==> src/rtl/vga_frame_reader_pkg.sv <==
// Default 640x480@60 timing plus the 32x32 image-buffer geometry shared by the
// frame reader and its tick generator.
package vga_frame_reader_pkg;

    localparam int unsigned H_ACTIVE = 640;
    localparam int unsigned H_FP     = 16;
    localparam int unsigned H_SYNC   = 96;
    localparam int unsigned H_BP     = 48;
    localparam int unsigned V_ACTIVE = 480;
    localparam int unsigned V_FP     = 10;
    localparam int unsigned V_SYNC   = 2;
    localparam int unsigned V_BP     = 33;

    localparam int unsigned H_TOTAL      = H_ACTIVE + H_FP + H_SYNC + H_BP;
    localparam int unsigned V_TOTAL      = V_ACTIVE + V_FP + V_SYNC + V_BP;
    localparam int unsigned H_SYNC_START = H_ACTIVE + H_FP;
    localparam int unsigned H_SYNC_END   = H_SYNC_START + H_SYNC - 1;
    localparam int unsigned V_SYNC_START = V_ACTIVE + V_FP;
    localparam int unsigned V_SYNC_END   = V_SYNC_START + V_SYNC - 1;

    localparam int unsigned IMG_W  = 32;
    localparam int unsigned IMG_H  = 32;
    localparam int unsigned IDX_W  = 5;
    localparam int unsigned ADDR_W = 10;
    localparam int unsigned RGB_W  = 12;
    localparam int unsigned CNT_W  = 11;

    typedef logic [CNT_W-1:0] cnt_t;
    typedef logic [RGB_W-1:0] rgb_t;

    typedef struct packed {
        logic active;
        logic win;
        logic hs;
        logic vs;
        logic first;
    } scan_flags_t;

    function automatic logic in_range(input cnt_t x, input cnt_t lo, input cnt_t hi);
        return (x >= lo) && (x <= hi);
    endfunction

    // Image row/column index of a screen coordinate already known to lie inside the window.
    function automatic logic [IDX_W-1:0] win_index(input cnt_t pos, input cnt_t origin,
                                                   input int unsigned shift);
        return IDX_W'((pos - origin) >> shift);
    endfunction

endpackage

==> src/rtl/vga_frame_reader_pixel_tick_gen.sv <==
// Pixel-tick strobe: one system clock high out of every CLK_DIV, held idle while
// disabled so a re-enabled scan starts from a known phase.
module vga_frame_reader_pixel_tick_gen #(
    parameter int unsigned CLK_DIV = 4
) (
    input  logic clk_i,
    input  logic rst_ni,
    input  logic en_i,
    output logic tick_o
);

    localparam int unsigned DIV_W = (CLK_DIV > 1) ? $clog2(CLK_DIV) : 1;
    localparam logic [DIV_W-1:0] DIV_LAST = DIV_W'(CLK_DIV - 1);

    logic [DIV_W-1:0] div_q;
    logic [DIV_W-1:0] div_d;

    always_comb begin
        div_d = (div_q == DIV_LAST) ? '0 : div_q + DIV_W'(1);
    end

    always_ff @(posedge clk_i) begin
        if (!rst_ni || !en_i) begin
            div_q <= '0;
        end else begin
            div_q <= div_d;
        end
    end

    assign tick_o = en_i && (div_q == DIV_LAST);

endmodule

==> src/rtl/vga_frame_reader.sv <==
// VGA scan reader: raster counters, image-window address generation (stage A) and
// registered colour/sync outputs one pixel tick later (stage B).
module vga_frame_reader #(
    parameter int unsigned CLK_DIV     = 4,
    parameter int unsigned H_ACTIVE    = vga_frame_reader_pkg::H_ACTIVE,
    parameter int unsigned H_FP        = vga_frame_reader_pkg::H_FP,
    parameter int unsigned H_SYNC      = vga_frame_reader_pkg::H_SYNC,
    parameter int unsigned H_BP        = vga_frame_reader_pkg::H_BP,
    parameter int unsigned V_ACTIVE    = vga_frame_reader_pkg::V_ACTIVE,
    parameter int unsigned V_FP        = vga_frame_reader_pkg::V_FP,
    parameter int unsigned V_SYNC      = vga_frame_reader_pkg::V_SYNC,
    parameter int unsigned V_BP        = vga_frame_reader_pkg::V_BP,
    parameter int unsigned SCALE_SHIFT = 3,
    parameter int unsigned X0          = 192,
    parameter int unsigned Y0          = 112,
    parameter logic [11:0] BG_COLOR    = 12'h000
) (
    input  logic       clk,
    input  logic       rst,
    input  logic       en,
    output logic [9:0] rd_addr,
    input  logic [3:0] pix_r,
    input  logic [3:0] pix_g,
    input  logic [3:0] pix_b,
    output logic [3:0] vga_r,
    output logic [3:0] vga_g,
    output logic [3:0] vga_b,
    output logic       hsync,
    output logic       vsync,
    output logic       frame_start
);

    import vga_frame_reader_pkg::*;

    localparam int unsigned WIN_W = IMG_W << SCALE_SHIFT;
    localparam int unsigned WIN_H = IMG_H << SCALE_SHIFT;

    localparam cnt_t H_LAST = CNT_W'(H_ACTIVE + H_FP + H_SYNC + H_BP - 1);
    localparam cnt_t V_LAST = CNT_W'(V_ACTIVE + V_FP + V_SYNC + V_BP - 1);
    localparam cnt_t H_ACT  = CNT_W'(H_ACTIVE);
    localparam cnt_t V_ACT  = CNT_W'(V_ACTIVE);
    localparam cnt_t X_LO   = CNT_W'(X0);
    localparam cnt_t X_HI   = CNT_W'(X0 + WIN_W - 1);
    localparam cnt_t Y_LO   = CNT_W'(Y0);
    localparam cnt_t Y_HI   = CNT_W'(Y0 + WIN_H - 1);
    localparam cnt_t HS_LO  = CNT_W'(H_ACTIVE + H_FP);
    localparam cnt_t HS_HI  = CNT_W'(H_ACTIVE + H_FP + H_SYNC - 1);
    localparam cnt_t VS_LO  = CNT_W'(V_ACTIVE + V_FP);
    localparam cnt_t VS_HI  = CNT_W'(V_ACTIVE + V_FP + V_SYNC - 1);

    logic tick;

    vga_frame_reader_pixel_tick_gen #(
        .CLK_DIV(CLK_DIV)
    ) u_tick (
        .clk_i (clk),
        .rst_ni(rst),
        .en_i  (en),
        .tick_o(tick)
    );

    cnt_t              h_q, h_d;
    cnt_t              v_q, v_d;
    scan_flags_t       flags_q, flags_d;
    logic [ADDR_W-1:0] rd_addr_q, rd_addr_d;
    rgb_t              rgb_q, rgb_d;
    logic              hsync_q;
    logic              vsync_q;
    logic              frame_start_q;

    always_comb begin
        h_d = h_q + CNT_W'(1);
        v_d = v_q;
        if (h_q == H_LAST) begin
            h_d = '0;
            v_d = (v_q == V_LAST) ? '0 : v_q + CNT_W'(1);
        end

        flags_d        = '0;
        flags_d.active = (h_q < H_ACT) && (v_q < V_ACT);
        flags_d.win    = flags_d.active && in_range(h_q, X_LO, X_HI) && in_range(v_q, Y_LO, Y_HI);
        flags_d.hs     = in_range(h_q, HS_LO, HS_HI);
        flags_d.vs     = in_range(v_q, VS_LO, VS_HI);
        flags_d.first  = (h_q == '0) && (v_q == '0);

        rd_addr_d = rd_addr_q;
        if (flags_d.win) begin
            rd_addr_d = {win_index(v_q, Y_LO, SCALE_SHIFT), win_index(h_q, X_LO, SCALE_SHIFT)};
        end

        rgb_d = '0;
        if (flags_q.win) begin
            rgb_d = {pix_r, pix_g, pix_b};
        end else if (flags_q.active) begin
            rgb_d = BG_COLOR;
        end
    end

    always_ff @(posedge clk) begin
        if (!rst) begin
            h_q           <= '0;
            v_q           <= '0;
            flags_q       <= '0;
            rd_addr_q     <= '0;
            rgb_q         <= '0;
            hsync_q       <= 1'b1;
            vsync_q       <= 1'b1;
            frame_start_q <= 1'b0;
        end else if (!en) begin
            // Stage-A flags are cleared too, so the first output after re-enable is blank.
            h_q           <= '0;
            v_q           <= '0;
            flags_q       <= '0;
            rgb_q         <= '0;
            hsync_q       <= 1'b1;
            vsync_q       <= 1'b1;
            frame_start_q <= 1'b0;
        end else begin
            frame_start_q <= 1'b0;
            if (tick) begin
                h_q           <= h_d;
                v_q           <= v_d;
                flags_q       <= flags_d;
                rd_addr_q     <= rd_addr_d;
                rgb_q         <= rgb_d;
                hsync_q       <= ~flags_q.hs;
                vsync_q       <= ~flags_q.vs;
                frame_start_q <= flags_q.first;
            end
        end
    end

    assign rd_addr     = rd_addr_q;
    assign vga_r       = rgb_q[11:8];
    assign vga_g       = rgb_q[7:4];
    assign vga_b       = rgb_q[3:0];
    assign hsync       = hsync_q;
    assign vsync       = vsync_q;
    assign frame_start = frame_start_q;

endmodule

==> config.mk <==
export PLATFORM = sky130hd
export DESIGN_NAME = vga_frame_reader
export DESIGN_NICKNAME = d
export VERILOG_FILES = /design/src/rtl/vga_frame_reader_pkg.sv /design/src/rtl/vga_frame_reader_pixel_tick_gen.sv /design/src/rtl/vga_frame_reader.sv
export SDC_FILE = /design/constraint.sdc
export NUM_CORES = 1
export LEC_CHECK = 0
export ABC_CLOCK_PERIOD_IN_PS = 2100
export CAP_MARGIN = 20
export CORE_ASPECT_RATIO = 1.25
export CORE_MARGIN = 2
export CORE_UTILIZATION = 40
export CTS_CLUSTER_SIZE = 12
export DETAILED_ROUTE_END_ITERATION = 16
export PLACE_DENSITY = 0.75
export SYNTH_ARGS = -nofsm -noshare
export SYNTH_HDL_FRONTEND = slang
export SYNTH_SLANG_ARGS = --single-unit
==> constraint.sdc <==
create_clock -name clk -period 2.1 [get_ports clk]
set_clock_uncertainty 0.1 [all_clocks]
set_input_delay 0.315 -clock clk [delete_from_list [all_inputs] [get_ports clk]]
set_output_delay 0.315 -clock clk [all_outputs]
set_load 0.005 [all_outputs]
Yosys cells after proc, flatten, opt, wreduce, memory -nomap -nowiden. Index checks and enable logic that the tools add are counted.

Bitwise gates (word level): 2. Multiply operators: 0. Multiplexer cells: 3. Shifts and indexed selects: 0. $lt $le $gt $ge: 10. $add $sub $neg: 5. Equal/unequal tests: 3. Div/mod/pow operators: 0. Reductions and logical operators: 19.

Operators with widths (count): $le A11 B9 Y1 const B (3); $add A11 B1 Y11 const B (2); $eq A11 B10 Y1 const B (2); $logic_not A11 Y1 (2); $mux W11 (2); $mux W12 (1); $ge A11 B10 Y1 const B (1); $ge A11 B7 Y1 const B (1); $ge A11 B8 Y1 const B (1); $ge A11 B9 Y1 const B (1); $le A11 B10 Y1 const B (1); $lt A11 B10 Y1 const B (1); $lt A11 B9 Y1 const B (1); $logic_and A1 B1 Y1 (9); $sub A8 B7 Y8 const B (1); $sub A8 B8 Y8 const B (1); $reduce_and A3 Y1 (2); $reduce_and A2 Y1 (2); $add A2 B1 Y2 const B (1); $eq A2 B2 Y1 const B (1); $logic_not A1 Y1 (2); $not A1 Y1 (2); $reduce_or A2 Y1 (1); $logic_or A1 B1 Y1 (1).

Register bits after elaboration: 53. Memory bits (read-only): 0. Memories kept: 0. Latch bits: 0. Memory bits (writable): 0. Bits of input ports: 15.

Longest topological paths before layout. Gate-level depths: netlist of the first run.

Word-level depth: 5. Depth in mapped cells: 8.

Cells and area by module. Synthesis of the first run repeated with hierarchy kept, for this count alone.

Cells, all modules: 302. Area, all modules: 2577.5 um^2.

By module, submodules not included: vga_frame_reader (cells each 296, seq. area each 1021.0 um^2, times used 1, area an instance 2493.6 um^2); vga_frame_reader_pixel_tick_gen (cells each 6, seq. area each 40.0 um^2, times used 1, area an instance 83.8 um^2).

Worst setup path after synthesis of the first run. No wires, ideal clock.

Kind: register to register. Start: register h_q[6]. End: register v_q[0]. Path slack: -75 ps. Clock period less this slack: 2175 ps. Library setup time: 118 ps. Arrival time: 1957 ps. Buffers on the path: 2. Required time: 1882 ps. Stages on the path, launching flop included: 9. Cells stage by stage: dfxtp_1 -> inv_1 -> ha_1 -> nand3b_1 -> or4_4 -> buf_6 -> o31ai_1 -> buf_2 -> nor2_1.

Word-level cells in the longest chain between the ends: 2.

Ends and longest elaborated chain: start: declaration (line vga_frame_reader.sv:62) `cnt_t h_q, h_d;`; start signal: assignment (line vga_frame_reader.sv:101) `h_q <= '0;`; start signal: assignment (line vga_frame_reader.sv:111) `h_q <= '0;`; start signal: assignment (line vga_frame_reader.sv:121) `h_q <= h_d;`; $eq A11 B10 Y1 (line vga_frame_reader.sv:74) `if (h_q == H_LAST) begin`; $reduce_and A2 Y1 (no line); end signal: assignment (line vga_frame_reader.sv:122) `v_q <= v_d;`; end: declaration (line vga_frame_reader.sv:63) `cnt_t v_q, v_d;`.

Every way passes these cells. A chain may end at the register's enable or synchronous reset.

Worst setup path after layout of the first run.
Start: register h_q[7]. End: register v_q[5].

The elaborated chain is that of the path after synthesis.

==> qor_table.md, run 1 <==
| Quantity | Value | Unit |
|---|---|---|
| Run status | finished with violations | - |
| Violations in the final reports | negative setup slack | - |
| Effective utilization at floorplan | 41.8 | % |
| Yosys top cell area share | 40.7 | % |
| Data arrival time of the worst path | 2.22 | ns |
| Required time of the critical path | 2.22 | ns |
| Area enclosed by the die boundary | 7190 | µm² |
| Count of filler cells inserted in the layout | 552 | - |
| Final WS setup | -0.00184 | ns |
| Cell type with the largest total area after synthesis | sky130_fd_sc_hd__dfxtp_1 | - |
| Sequential fraction of the synthesis area | 40.7 | % |
| Fraction of final layout cells sized beyond drive strength 1 | 24.2 | % |
| Total chip power | 0.00169 | W |
| Synthesized area divided by synthesized cell count | 8.45 | µm² |
| CTS tree | yes | - |
| Die Ht | 94.3 | µm |
| Global placer's final weighted congestion | 0.850 | - |
| Type of the worst setup path | flip-flop to flip-flop | - |
| Number of remaining DRC errors | 0 | - |
| Worst-path cell with the longest stage delay | sky130_fd_sc_hd__or4_4 | - |
| Number of vias after detailed routing | 2,473 | - |
| Cells traversed along the worst timing path | inv_1 -> ha_2 -> nand3b_1 -> or4_4 -> nor3_1 -> xnor2_1 -> nor2_2 | - |
| Clk root buf | sky130_fd_sc_hd__clkbuf_8 | - |
| Overflow left after global routing | 0 | - |
| Path category of the worst min-delay check | flip-flop to flip-flop | - |
| Number of buffer cells added on primary ports | 39 | - |
| Synth Flop Type | sky130_fd_sc_hd__dfxtp_1 | - |
| Power density over the cells | 455 | nW/µm² |
| IR Drop Worst-Case VDD | 0.295 | mV |
| Clock slew seen by the registers of the worst setup and hold paths | 0.10 | ns |
| Clock tree buffer depth | 2 | - |
| Setup Total Neg Slack | -0.00184 | ns |
| Area growth, synth to finish | 42.5 | % |
| Final layout net count | 409 | - |
| Antenna-violating nets left | 0 | - |
| Worst Path Max Fanout | 4 | - |
| Hold violation count in the final report | 0 | - |
| Worst-case hold slack | 0.353 | ns |
| Cell count after placement | 451 | - |
| Number of core rows | 32 | - |
| Overall Global Routing Usage | 18.6 | % |
| Total nets after synthesis | 335 | - |
| Count of pins on the block boundary | 40 | - |
| Delay of the slowest cell on the worst path | 0.54 | ns |
| H-tree levels | 2 | - |
| Starting DRC count in detailed routing | 156 | - |
| CP Launch Type | flip-flop | - |
| Number of antenna diodes | 0 | - |
| Max-capacitance violation count | 0 | - |
| Main area contributors after synthesis | sky130_fd_sc_hd__dfxtp_1, sky130_fd_sc_hd__nand2_1, sky130_fd_sc_hd__ha_1 | - |
| Endpoint type of the worst setup path | flip-flop | - |
| Cell count after synthesis | 309 | - |
| Post-DR vias/cell | 5.27 | - |
| Width of the die | 76.3 | µm |
| Average routed wire per standard cell | 14.6 | µm |
| Synthesized cell area | 2610 | µm² |
| DPL Wire Length | 4.65 | mm |
| Insertion delay of the later-clocked pin in the worst-skew pair | 0.32 | ns |
| Worst max-slew margin expressed relative to the limit | 74.7 | % |
| Setup violators final | 1 | - |
| Fmax | 476 | MHz |
| Footprint of the multi-input gates | 1610 | µm² |
| #FFs+latches synth | 53 | - |
| Total leakage power | 1.35 | nW |
| Slew at the pin with the worst max-slew slack | 0.376 | ns |
| Flip-flop and latch area | 1070 | µm² |
| R2r worst-path depth | 7 | - |
| Worst setup timing slack at the placement stage | -0.326 | ns |
| CTS sink cnt | 53 | - |
| Shortest clock period the worst path allows after layout | 2.10 | ns |
| Count of warnings emitted by yosys | 0 | - |
| Number of cells on the worst hold path | 2 | - |
| Number of global-route vias before repair | 2,448 | - |
| EDFF count, synth | 0 | - |
| Pin count of the biggest net entering global routing | 28 | - |
| Number of antenna violations at the first check in global routing | 0 | - |
| Period utilization | 100 | % |
| Number of pins with negative max-slew slack in the final report | 0 | - |
| CTS buffer count | 5 | - |
| Number of search-and-repair iterations in the first detailed-routing pass | 4 | - |
| RSZ-0062 raised after global routing | yes | - |
| Cell variety after synth | 45 | - |
| Core Area | 6250 | µm² |
| Post-route non-filler standard cell count | 469 | - |
| Quantity of hold-fixing buffers added after cts | 0 | - |
| Routed WL | 6.84 | mm |
| Wire length of the first global-routing pass | 11.1 | mm |
| Async set or reset register ratio after synthesis | 0 | % |
==> routing by layer <==
metal  vias up  track usage, %  wire length (µm)
li1       1214               -                 -
met1      1175            21.7              2790
met2        66            34.7              3600
met3        18            2.88               259
met4         0            6.67               188
met5         -               0                 0
==> timing repair <==
item / in CTS / in global routing
cloned: 1 / 2
gates resized for setup: 16 / 33
endpoints found under the setup margin: 19 / 23
setup buffers: 4 / 4
pin swaps: 7 / 12
==> critical path: cells and delay by family, from the launching register on <==
family                   cells  cell delay (ns)
flip-flops                   1             0.32
adder cells (fa/ha/maj)      1             0.20
XOR/XNOR                     1             0.18
AND/OR/NAND/NOR              4             1.12
buffers and inverters        1             0.07
==> flip-flops by register name, summed over array words and instances, names as in the netlist <==
name          count
u_tick.div_q      2
flags_q           4
hsync             1
vsync             1
rd_addr          10
rgb_q            12
v_q              11
frame_start       1
h_q              11
==> power breakdown <==
part / leakage, nW / switching (W) / internal [W] / total (W)
combinational: 0.878 / 0.0000359 / 0.0000420 / 0.0000779
sequential: 0.430 / 0.00000111 / 0.00100 / 0.00101
clock: 0.0447 / 0.000365 / 0.000242 / 0.000607
==> per-stage QoR <==
step / area (µm²) / util [%]
finish: 3720 / 59.5
global route: 3720 / 59.5
CTS: 3550 / 56.9
detailed placement: 3330 / 53.3
global placement: 3330 / 53.3
floorplan: 2630 / -
==> cells in the mapped netlist (2+ instances only) <==
master / count
sky130_fd_sc_hd__mux2i_1: 10
sky130_fd_sc_hd__inv_1: 8
sky130_fd_sc_hd__or3_1: 2
sky130_fd_sc_hd__xnor2_1: 10
sky130_fd_sc_hd__o21ai_0: 7
sky130_fd_sc_hd__nor2_1: 33
sky130_fd_sc_hd__clkbuf_1: 15
sky130_fd_sc_hd__nor2_2: 2
sky130_fd_sc_hd__o2111ai_1: 2
sky130_fd_sc_hd__o31ai_1: 2
sky130_fd_sc_hd__ha_1: 11
sky130_fd_sc_hd__and2_1: 4
sky130_fd_sc_hd__a41oi_1: 2
sky130_fd_sc_hd__nor3_1: 7
sky130_fd_sc_hd__nand4_1: 9
sky130_fd_sc_hd__a31oi_1: 2
sky130_fd_sc_hd__o22ai_1: 2
sky130_fd_sc_hd__dfxtp_1: 53
sky130_fd_sc_hd__and3_1: 3
sky130_fd_sc_hd__a21oi_1: 19
sky130_fd_sc_hd__xor2_1: 9
sky130_fd_sc_hd__nor4_1: 6
sky130_fd_sc_hd__nand3_1: 11
sky130_fd_sc_hd__nand2b_1: 7
sky130_fd_sc_hd__buf_6: 3
sky130_fd_sc_hd__nand2_1: 43
sky130_fd_sc_hd__nor2b_1: 9
==> layout by cell type, fill, tap and decap left out, drive strengths merged, types with 6 or more instances in the layout <==
cell type,count
clkbuf,6
a21oi,19
xor2,9
buf,46
nor3,7
nand4,9
nand3,11
nand2b,7
xnor2,10
ha,11
mux2i,10
nand2,43
nor2,35
nor4,7
inv,9
clkdlybuf4s50,39
dfxtp,53
nor2b,9
o21ai,7
==> final cells by class <==
| cell class | instances | share of cell area [%] |
|---|---|---|
| repair buffers | 86 | 21.6 |
| clock inverters | 3 | 0.673 |
| multi-input cells | 229 | 43.4 |
| flip-flops and latches | 53 | 28.8 |
| well taps | 85 | 2.86 |
| inverters | 8 | 0.808 |
| clock buffers | 5 | 1.85 |
==> cells by family (layout without fill, tap and decap cells) <==
| group | Yosys count | in the layout | synth area share, % |
|---|---|---|---|
| AO/OA/AOI/OAI | 42 | 42 | 10.6 |
| XOR/XNOR | 19 | 19 | 6.38 |
| adder cells (fa/ha/maj) | 11 | 11 | 5.27 |
| buffers and inverters | 28 | 102 | 5.08 |
| flip-flops | 53 | 53 | 40.7 |
| multiplexers | 10 | 10 | 3.84 |
| AND/OR/NAND/NOR | 146 | 147 | 28.2 |
==> worst paths after layout <==
path | startpoint | endpoint | slack [ns]
setup / recovery | h_q[7] | v_q[5] | -0.002
hold / removal | flags_q[0] | flags_q[0] | 0.35
setup reg to reg | h_q[7] | v_q[5] | -0.002
hold reg to reg | flags_q[0] | flags_q[0] | 0.35
No activity file was read; power rests on OpenSTA's default activity.
==> run 2: changes to the inputs <==
==> constraint.sdc (replaced) <==
create_clock -name clk -period 2.1 [get_ports clk]
set_clock_uncertainty 0.1 [all_clocks]
set_input_delay 0.525 -clock clk [delete_from_list [all_inputs] [get_ports clk]]
set_output_delay 0.525 -clock clk [all_outputs]
set_load 0.005 [all_outputs]
==> run 2 against run 1 <==
  * The run still ends with negative setup slack left
  * Utilization fell by 0.16 points
  * Maximum frequency fell by 4.5%
  * Critical path depth did not move
  * Final cell count rose by 1.3%
  * Setup slack got worse by 0.10 ns
  * Combinational power barely moved
==> qor_table.md, run 2 (synthesis gave the netlist of run 1 again) <==
| Quantity | Value | Unit | Delta |
|---|---|---|---|
| Path category of the worst min-delay check | flip-flop to flip-flop | - | unchanged |
| Routed WL | 6.80 | mm | was 6.84 mm |
| Clock network fraction of design power | 34.0 | % | was 35.9% |
| Clock tree buffer depth | 2 | - | unchanged |
| Violations in the final reports | negative setup slack | - | unchanged |
| Area enclosed by the die boundary | 7190 | µm² | unchanged |
| Final layout net count | 415 | - | was 409 |
| Number of global-route vias before repair | 2,479 | - | was 2,448 |
| Global placer's final weighted congestion | 0.850 | - | about the same |
| Worst reg2reg startpoint | h_q[2] | - | was h_q[7] |
| CTS buffer count | 5 | - | unchanged |
| Largest registers ranked by flip-flop count | rgb_q x12, h_q x11, v_q x11 | - | unchanged |
| Setup Total Neg Slack | -0.471 | ns | was -0.00184 ns |
| Required time of the critical path | 2.22 | ns | about the same |
| Run status | finished with violations | - | unchanged |
| Insertion delay of the later-clocked pin in the worst-skew pair | 0.30 | ns | was 0.32 ns |
| Combinational Power Share | 4.7 | % | was 4.6% |
| Number of antenna diodes | 0 | - | unchanged |
| Most flop-heavy register | rgb_q | - | unchanged |
| RSZ-0062 raised after global routing | yes | - | unchanged |
| Launch point of the worst path | h_q[2] | - | was h_q[7] |
| Endpoint type of the worst setup path | flip-flop | - | unchanged |
| Fraction of final layout cells sized beyond drive strength 1 | 23.8 | % | was 24.2% |
| Shortest clock period the worst path allows after layout | 2.20 | ns | was 2.10 ns |
| Number of search-and-repair iterations in the first detailed-routing pass | 4 | - | unchanged |
| Sequential power share | 61.3 | % | was 59.5% |
| Pin count of the biggest net entering global routing | 28 | - | unchanged |
| Total leakage power | 1.41 | nW | was 1.35 nW |
| Start point of the worst hold path | u_tick.div_q[0] | - | was flags_q[0] |
| Most common library cell in the layout ignoring fill and taps | sky130_fd_sc_hd__buf_4 | - | was sky130_fd_sc_hd__dfxtp_1 |
| Data arrival time of the worst path | 2.32 | ns | was 2.22 ns |
| Flip-flop count of the largest register, all copies and words added | 12 | - | unchanged |
| Max-capacitance violation count | 0 | - | unchanged |
| DPL Wire Length | 4.55 | mm | was 4.65 mm |
| Core Area | 6250 | µm² | unchanged |
| Antenna-violating nets left | 0 | - | unchanged |
| Number of remaining DRC errors | 0 | - | unchanged |
| Number of antenna violations at the first check in global routing | 0 | - | unchanged |
| Fmax | 454 | MHz | was 476 MHz |
| Average routed wire per standard cell | 14.3 | µm | was 14.6 µm |
| Setup violators final | 10 | - | was 1 |
| Fraction of power spent switching nets | 22.1 | % | was 23.8% |
| Effective utilization at floorplan | 41.8 | % | unchanged |
| Die Ht | 94.3 | µm | unchanged |
| Wire length of the first global-routing pass | 11.5 | mm | was 11.1 mm |
| Switching power | 0.000363 | W | was 0.000402 W |
| Number of vias after detailed routing | 2,473 | - | unchanged |
| Number of pins with negative max-slew slack in the final report | 0 | - | unchanged |
| Starting DRC count in detailed routing | 147 | - | was 156 |
| CP Launch Type | flip-flop | - | unchanged |
| Width of the die | 76.3 | µm | unchanged |
| Overflow left after global routing | 0 | - | unchanged |
| Post-DR vias/cell | 5.21 | - | was 5.27 |
| H-tree levels | 2 | - | unchanged |
| CTS tree | yes | - | unchanged |
| IR Drop Worst-Case VDD | 0.279 | mV | was 0.295 mV |
| Clk root buf | sky130_fd_sc_hd__clkbuf_8 | - | unchanged |
| Most frequent cells in the layout | sky130_fd_sc_hd__buf_4, sky130_fd_sc_hd__dfxtp_1, sky130_fd_sc_hd__nand2_1, sky130_fd_sc_hd__clkdlybuf4s50_1, sky130_fd_sc_hd__nor2_1 | - | was sky130_fd_sc_hd__dfxtp_1, sky130_fd_sc_hd__nand2_1, sky130_fd_sc_hd__clkdlybuf4s50_1, sky130_fd_sc_hd__buf_4, sky130_fd_sc_hd__nor2_1 |
| Number of core rows | 32 | - | unchanged |
| Period utilization | 105 | % | was 100% |
| Power density over the cells | 443 | nW/µm² | was 455 nW/µm² |
| Area growth, synth to finish | 42.1 | % | was 42.5% |
| CTS sink cnt | 53 | - | unchanged |
| Number of buffer cells added on primary ports | 39 | - | unchanged |
| Hold violation count in the final report | 0 | - | unchanged |
| Final WS setup | -0.102 | ns | was -0.00184 ns |
| Slew at the pin with the worst max-slew slack | 0.369 | ns | was 0.376 ns |
| Overall Global Routing Usage | 19.5 | % | was 18.6% |
| Clock slew seen by the registers of the worst setup and hold paths | 0.10 | ns | about the same |
| Count of pins on the block boundary | 40 | - | unchanged |
| Worst max-slew margin expressed relative to the limit | 75.2 | % | was 74.7% |
| Final core utilization | 59.4 | % | was 59.5% |
| Int Power | 0.00128 | W | was 0.00129 W |
| Worst Path Max Fanout | 5 | - | was 4 |
| Type of the worst setup path | flip-flop to flip-flop | - | unchanged |
[run 2: cell types whose count changed in the layout (fill, tap and decap cells not counted), sizes merged]
| cell | delta |
|---|---|
| buf | +6 |
| clkbuf | +1 |
| clkdlybuf4s50 | -1 |
| clkinv | +1 |
| clkinvlp | -1 |
| dlygate4sd2 | +1 |
| inv | -1 |
[run 2: through the flow]
stage / cell area [µm²] / instances / total power, W / worst slack [ns] / hold WS, ns
detailed placement: 3340 / 452 / 0.00110 / -0.547 / 0.319
finish: 3710 / 475 / 0.00164 / -0.102 / 0.340
floorplan: 2630 / 309 / 0.00106 / 0.0159 / 0.308
global placement: 3340 / 452 / 0.00110 / -0.490 / 0.317
global route: 3710 / 475 / 0.00171 / -0.180 / 0.378
CTS: 3610 / 468 / 0.00166 / -0.0492 / 0.338
[run 2: worst max-delay path, stage by stage, from the launching register on]
cell and delay [ns]:
sky130_fd_sc_hd__dfxtp_2 0.33, sky130_fd_sc_hd__or4_4 0.54, sky130_fd_sc_hd__nor2_4 0.12, sky130_fd_sc_hd__a31oi_4 0.11
sky130_fd_sc_hd__a2111oi_4 0.38, sky130_fd_sc_hd__buf_4 0.19, sky130_fd_sc_hd__buf_12 0.12, sky130_fd_sc_hd__mux2i_2 0.22
[run 2: layer usage]
layer	vias up	part of all wire [%]	track usage, %
li1	1217	-	-
met1	1186	41	23.4
met2	60	54	36.5
met3	10	3.2	2.02
met4	0	1.5	6.52
met5	-	0	0
[run 2: cell type report]
| cell class | count | area, µm² |
|---|---|---|
| clock buffers | 6 | 72.6 |
| clock inverters | 2 | 10.0 |
| fillers | 554 | 2540 |
| inverters | 8 | 30.0 |
| multi-input cells | 229 | 1580 |
| flip-flops and latches | 53 | 1070 |
| well taps | 85 | 106 |
| repair buffers | 92 | 837 |
[run 2: power by group through the flow]
| stage | combinational, W | sequential, W | clock, W |
|---|---|---|---|
| global placement | 0.0000699 | 0.00103 | 0 |
| detailed placement | 0.0000704 | 0.00103 | 0 |
| floorplan | 0.0000248 | 0.00103 | 0 |
| CTS | 0.0000767 | 0.00101 | 0.000576 |
| finish | 0.0000778 | 0.00101 | 0.000558 |
| global route | 0.0000844 | 0.00101 | 0.000619 |
[run 2: timing repair]
item                                    4_1_cts  5_1_grt
gates cloned                                  3        0
hold buffers                                  0        0
endpoints found under the setup margin       22       24
resized for setup                            24       17
setup buffers                                 5        7
pin swaps                                    12       10
[run 2: worst paths after layout]
path                                        end  slack (ns)  depth (start not counted)
worst max-delay path                 rd_addr[0]       -0.10                          7
worst min-delay path            u_tick.div_q[0]        0.34                          1
worst max register to register       rd_addr[0]       -0.10                          7
worst min register to register  u_tick.div_q[0]        0.34                          1
==> run 3: changes to the inputs <==
--- a/config.mk
+++ b/config.mk
@@ -13,6 +13,7 @@
 export CTS_CLUSTER_SIZE = 12
 export DETAILED_ROUTE_END_ITERATION = 16
 export PLACE_DENSITY = 0.75
+export SETUP_SLACK_MARGIN = 0.1
 export SYNTH_ARGS = -nofsm -noshare
 export SYNTH_HDL_FRONTEND = slang
 export SYNTH_SLANG_ARGS = --single-unit
==> run 3 against run 2 <==
  * The flow now finishes without violations
  * Final area up 1.4%
  * Via count up 1.3%
  * Critical endpoint unchanged
  * Maximum frequency up 5.6%
  * Setup slack better by 0.12 ns
  * Critical path type unchanged
  * Combinational power down 3.9%
  * Final cell count down 0.84%
  * First-iteration DRC count up 41%
==> qor_table.md, run 3 (synthesis gave the netlist of run 1 again) <==
| Quantity | Value | Unit | Delta |
|---|---|---|---|
| Clock slew seen by the registers of the worst setup and hold paths | 0.10 | ns | about the same |
| Run status | finished clean | - | was finished with violations |
| Clock tree buffer depth | 2 | - | unchanged |
| Worst max-slew margin expressed relative to the limit | 76.8 | % | was 75.2% |
| Wire length of the first global-routing pass | 11.6 | mm | was 11.5 mm |
| DPL Wire Length | 4.61 | mm | was 4.55 mm |
| Type of the worst setup path | flip-flop to flip-flop | - | unchanged |
| Overflow left after global routing | 0 | - | unchanged |
| Slew at the pin with the worst max-slew slack | 0.346 | ns | was 0.369 ns |
| Path category of the worst min-delay check | flip-flop to flip-flop | - | unchanged |
| Number of global-route vias before repair | 2,394 | - | was 2,479 |
| Fraction of final layout cells sized beyond drive strength 1 | 26.2 | % | was 23.8% |
| Number of remaining DRC errors | 0 | - | unchanged |
| Largest registers ranked by flip-flop count | rgb_q x12, h_q x11, v_q x11 | - | unchanged |
| Effective utilization at floorplan | 41.8 | % | unchanged |
| Hold violation count in the final report | 0 | - | unchanged |
| Shortest clock period the worst path allows after layout | 2.08 | ns | was 2.20 ns |
| Number of search-and-repair iterations in the first detailed-routing pass | 5 | - | was 4 |
| Number of antenna diodes | 0 | - | unchanged |
| Quantity of hold-fixing buffers added after cts | 0 | - | unchanged |
| Area growth, synth to finish | 44.1 | % | was 42.1% |
| Global placer's final weighted congestion | 0.917 | - | was 0.850 |
| IR Drop Worst-Case VDD | 0.249 | mV | was 0.279 mV |
| Pin count of the biggest net entering global routing | 28 | - | unchanged |
| Number of pins with negative max-slew slack in the final report | 0 | - | unchanged |
| Die Ht | 94.3 | µm | unchanged |
| Routed WL | 7.11 | mm | was 6.80 mm |
| Number of vias after detailed routing | 2,504 | - | was 2,473 |
| Most frequent cells in the layout | sky130_fd_sc_hd__nand2_1, sky130_fd_sc_hd__dfxtp_1, sky130_fd_sc_hd__buf_4, sky130_fd_sc_hd__clkdlybuf4s50_1, sky130_fd_sc_hd__nor2_1 | - | was sky130_fd_sc_hd__buf_4, sky130_fd_sc_hd__dfxtp_1, sky130_fd_sc_hd__nand2_1, sky130_fd_sc_hd__clkdlybuf4s50_1, sky130_fd_sc_hd__nor2_1 |
| Total leakage power | 1.43 | nW | was 1.41 nW |
| Total chip power | 0.00179 | W | was 0.00164 W |
| Overall Global Routing Usage | 19.8 | % | was 19.5% |
| Power density over the cells | 475 | nW/µm² | was 443 nW/µm² |
| Fmax | 480 | MHz | was 454 MHz |
| H-tree levels | 2 | - | unchanged |
| RSZ-0062 raised after global routing | yes | - | unchanged |
| CTS buffer count | 5 | - | unchanged |
| CTS sink cnt | 53 | - | unchanged |
| Setup violators final | 0 | - | was 10 |
| Most flop-heavy register | rgb_q | - | unchanged |
| Max-capacitance violation count | 0 | - | unchanged |
| Slack of the worst reg-to-reg path | 0.02 | ns | was -0.10 ns |
| Setup Total Neg Slack | 0 | ns | was -0.471 ns |
| Data arrival time of the worst path | 2.22 | ns | was 2.32 ns |
| CP Launch Type | flip-flop | - | unchanged |
| Number of antenna violations at the first check in global routing | 0 | - | unchanged |
| Period utilization | 99.2 | % | was 105% |
| Endpoint type of the worst setup path | flip-flop | - | unchanged |
| Worst-case hold slack | 0.316 | ns | was 0.340 ns |
| Width of the die | 76.3 | µm | unchanged |
| Post-DR vias/cell | 5.32 | - | was 5.21 |
| Starting DRC count in detailed routing | 208 | - | was 147 |
| Core Area | 6250 | µm² | unchanged |
| Number of core rows | 32 | - | unchanged |
| Antenna-violating nets left | 0 | - | unchanged |
| Count of pins on the block boundary | 40 | - | unchanged |
| Final layout net count | 411 | - | was 415 |
| Average routed wire per standard cell | 15.1 | µm | was 14.3 µm |
| Required time of the critical path | 2.23 | ns | was 2.22 ns |
| Count of filler cells inserted in the layout | 516 | - | was 554 |
| Flip-flop count of the largest register, all copies and words added | 12 | - | unchanged |
| Clk root buf | sky130_fd_sc_hd__clkbuf_8 | - | unchanged |
| Insertion delay of the later-clocked pin in the worst-skew pair | 0.31 | ns | was 0.30 ns |
| Number of buffer cells added on primary ports | 39 | - | unchanged |
| CTS tree | yes | - | unchanged |
| Worst Path Max Fanout | 5 | - | unchanged |
| Area enclosed by the die boundary | 7190 | µm² | unchanged |
[run 3: final timing paths]
kind,start,end,cells past startpoint
max reg2reg,v_q[4],rd_addr[0],9
min reg2reg,u_tick.div_q[0],u_tick.div_q[0],1
max,v_q[4],rd_addr[0],9
min,u_tick.div_q[0],u_tick.div_q[0],1
[run 3: critical path: stages, from the launching register on]
cell and delay (ns):
sky130_fd_sc_hd__dfxtp_4 0.37, sky130_fd_sc_hd__inv_2 0.12, sky130_fd_sc_hd__ha_4 0.16, sky130_fd_sc_hd__nand4_1 0.12
sky130_fd_sc_hd__a41oi_2 0.22, sky130_fd_sc_hd__nor2b_2 0.08, sky130_fd_sc_hd__a2111oi_4 0.33, sky130_fd_sc_hd__buf_4 0.19
sky130_fd_sc_hd__buf_12 0.11, sky130_fd_sc_hd__mux2i_1 0.21
[run 3: area by class of cell]
cell class | instances | area [µm²] | share of cell area, %
Clock buffer | 6 | 72.6 | 1.93
Inverter | 8 | 35.0 | 0.931
Tap cell | 85 | 106 | 2.83
Clock inverter | 2 | 38.8 | 1.03
Sequential cell | 53 | 1080 | 28.8
Multi-Input combinational cell | 229 | 1610 | 42.8
Timing Repair Buffer | 88 | 815 | 21.7
[run 3: layer usage]
layer | vias to the layer above | track usage, % | wire length (µm)
li1 | 1211 | - | -
met1 | 1191 | 23.4 | 2860
met2 | 83 | 36.4 | 3760
met3 | 19 | 2.50 | 293
met4 | 0 | 8.03 | 197
met5 | - | 0 | 0
[run 3: metrics by stage]
stage	area, µm²	instances	setup slack (ns)	util, %
4_1_cts	3660	466	0.0137	58.7
6_report	3760	471	0.0159	60.2
2_1_floorplan	2700	309	0.122	-
5_1_grt	3760	471	-0.0510	60.2
3_5_place_dp	3370	449	-0.444	54.0
3_3_place_gp	3370	449	-0.390	54.0
[run 3: power breakdown]
group	internal, W	leakage, nW	switching (W)	total [W]
combinational	0.0000411	0.943	0.0000337	0.0000748
clock	0.000359	0.0554	0.000352	0.000711
sequential	0.00100	0.434	0.000000966	0.00100
[run 3: timing repair]
action	in CTS	in global routing
pin swaps	9	7
setup endpoints to repair	23	23
buffers inserted	7	5
gates resized for setup	27	16
cloned	2	0
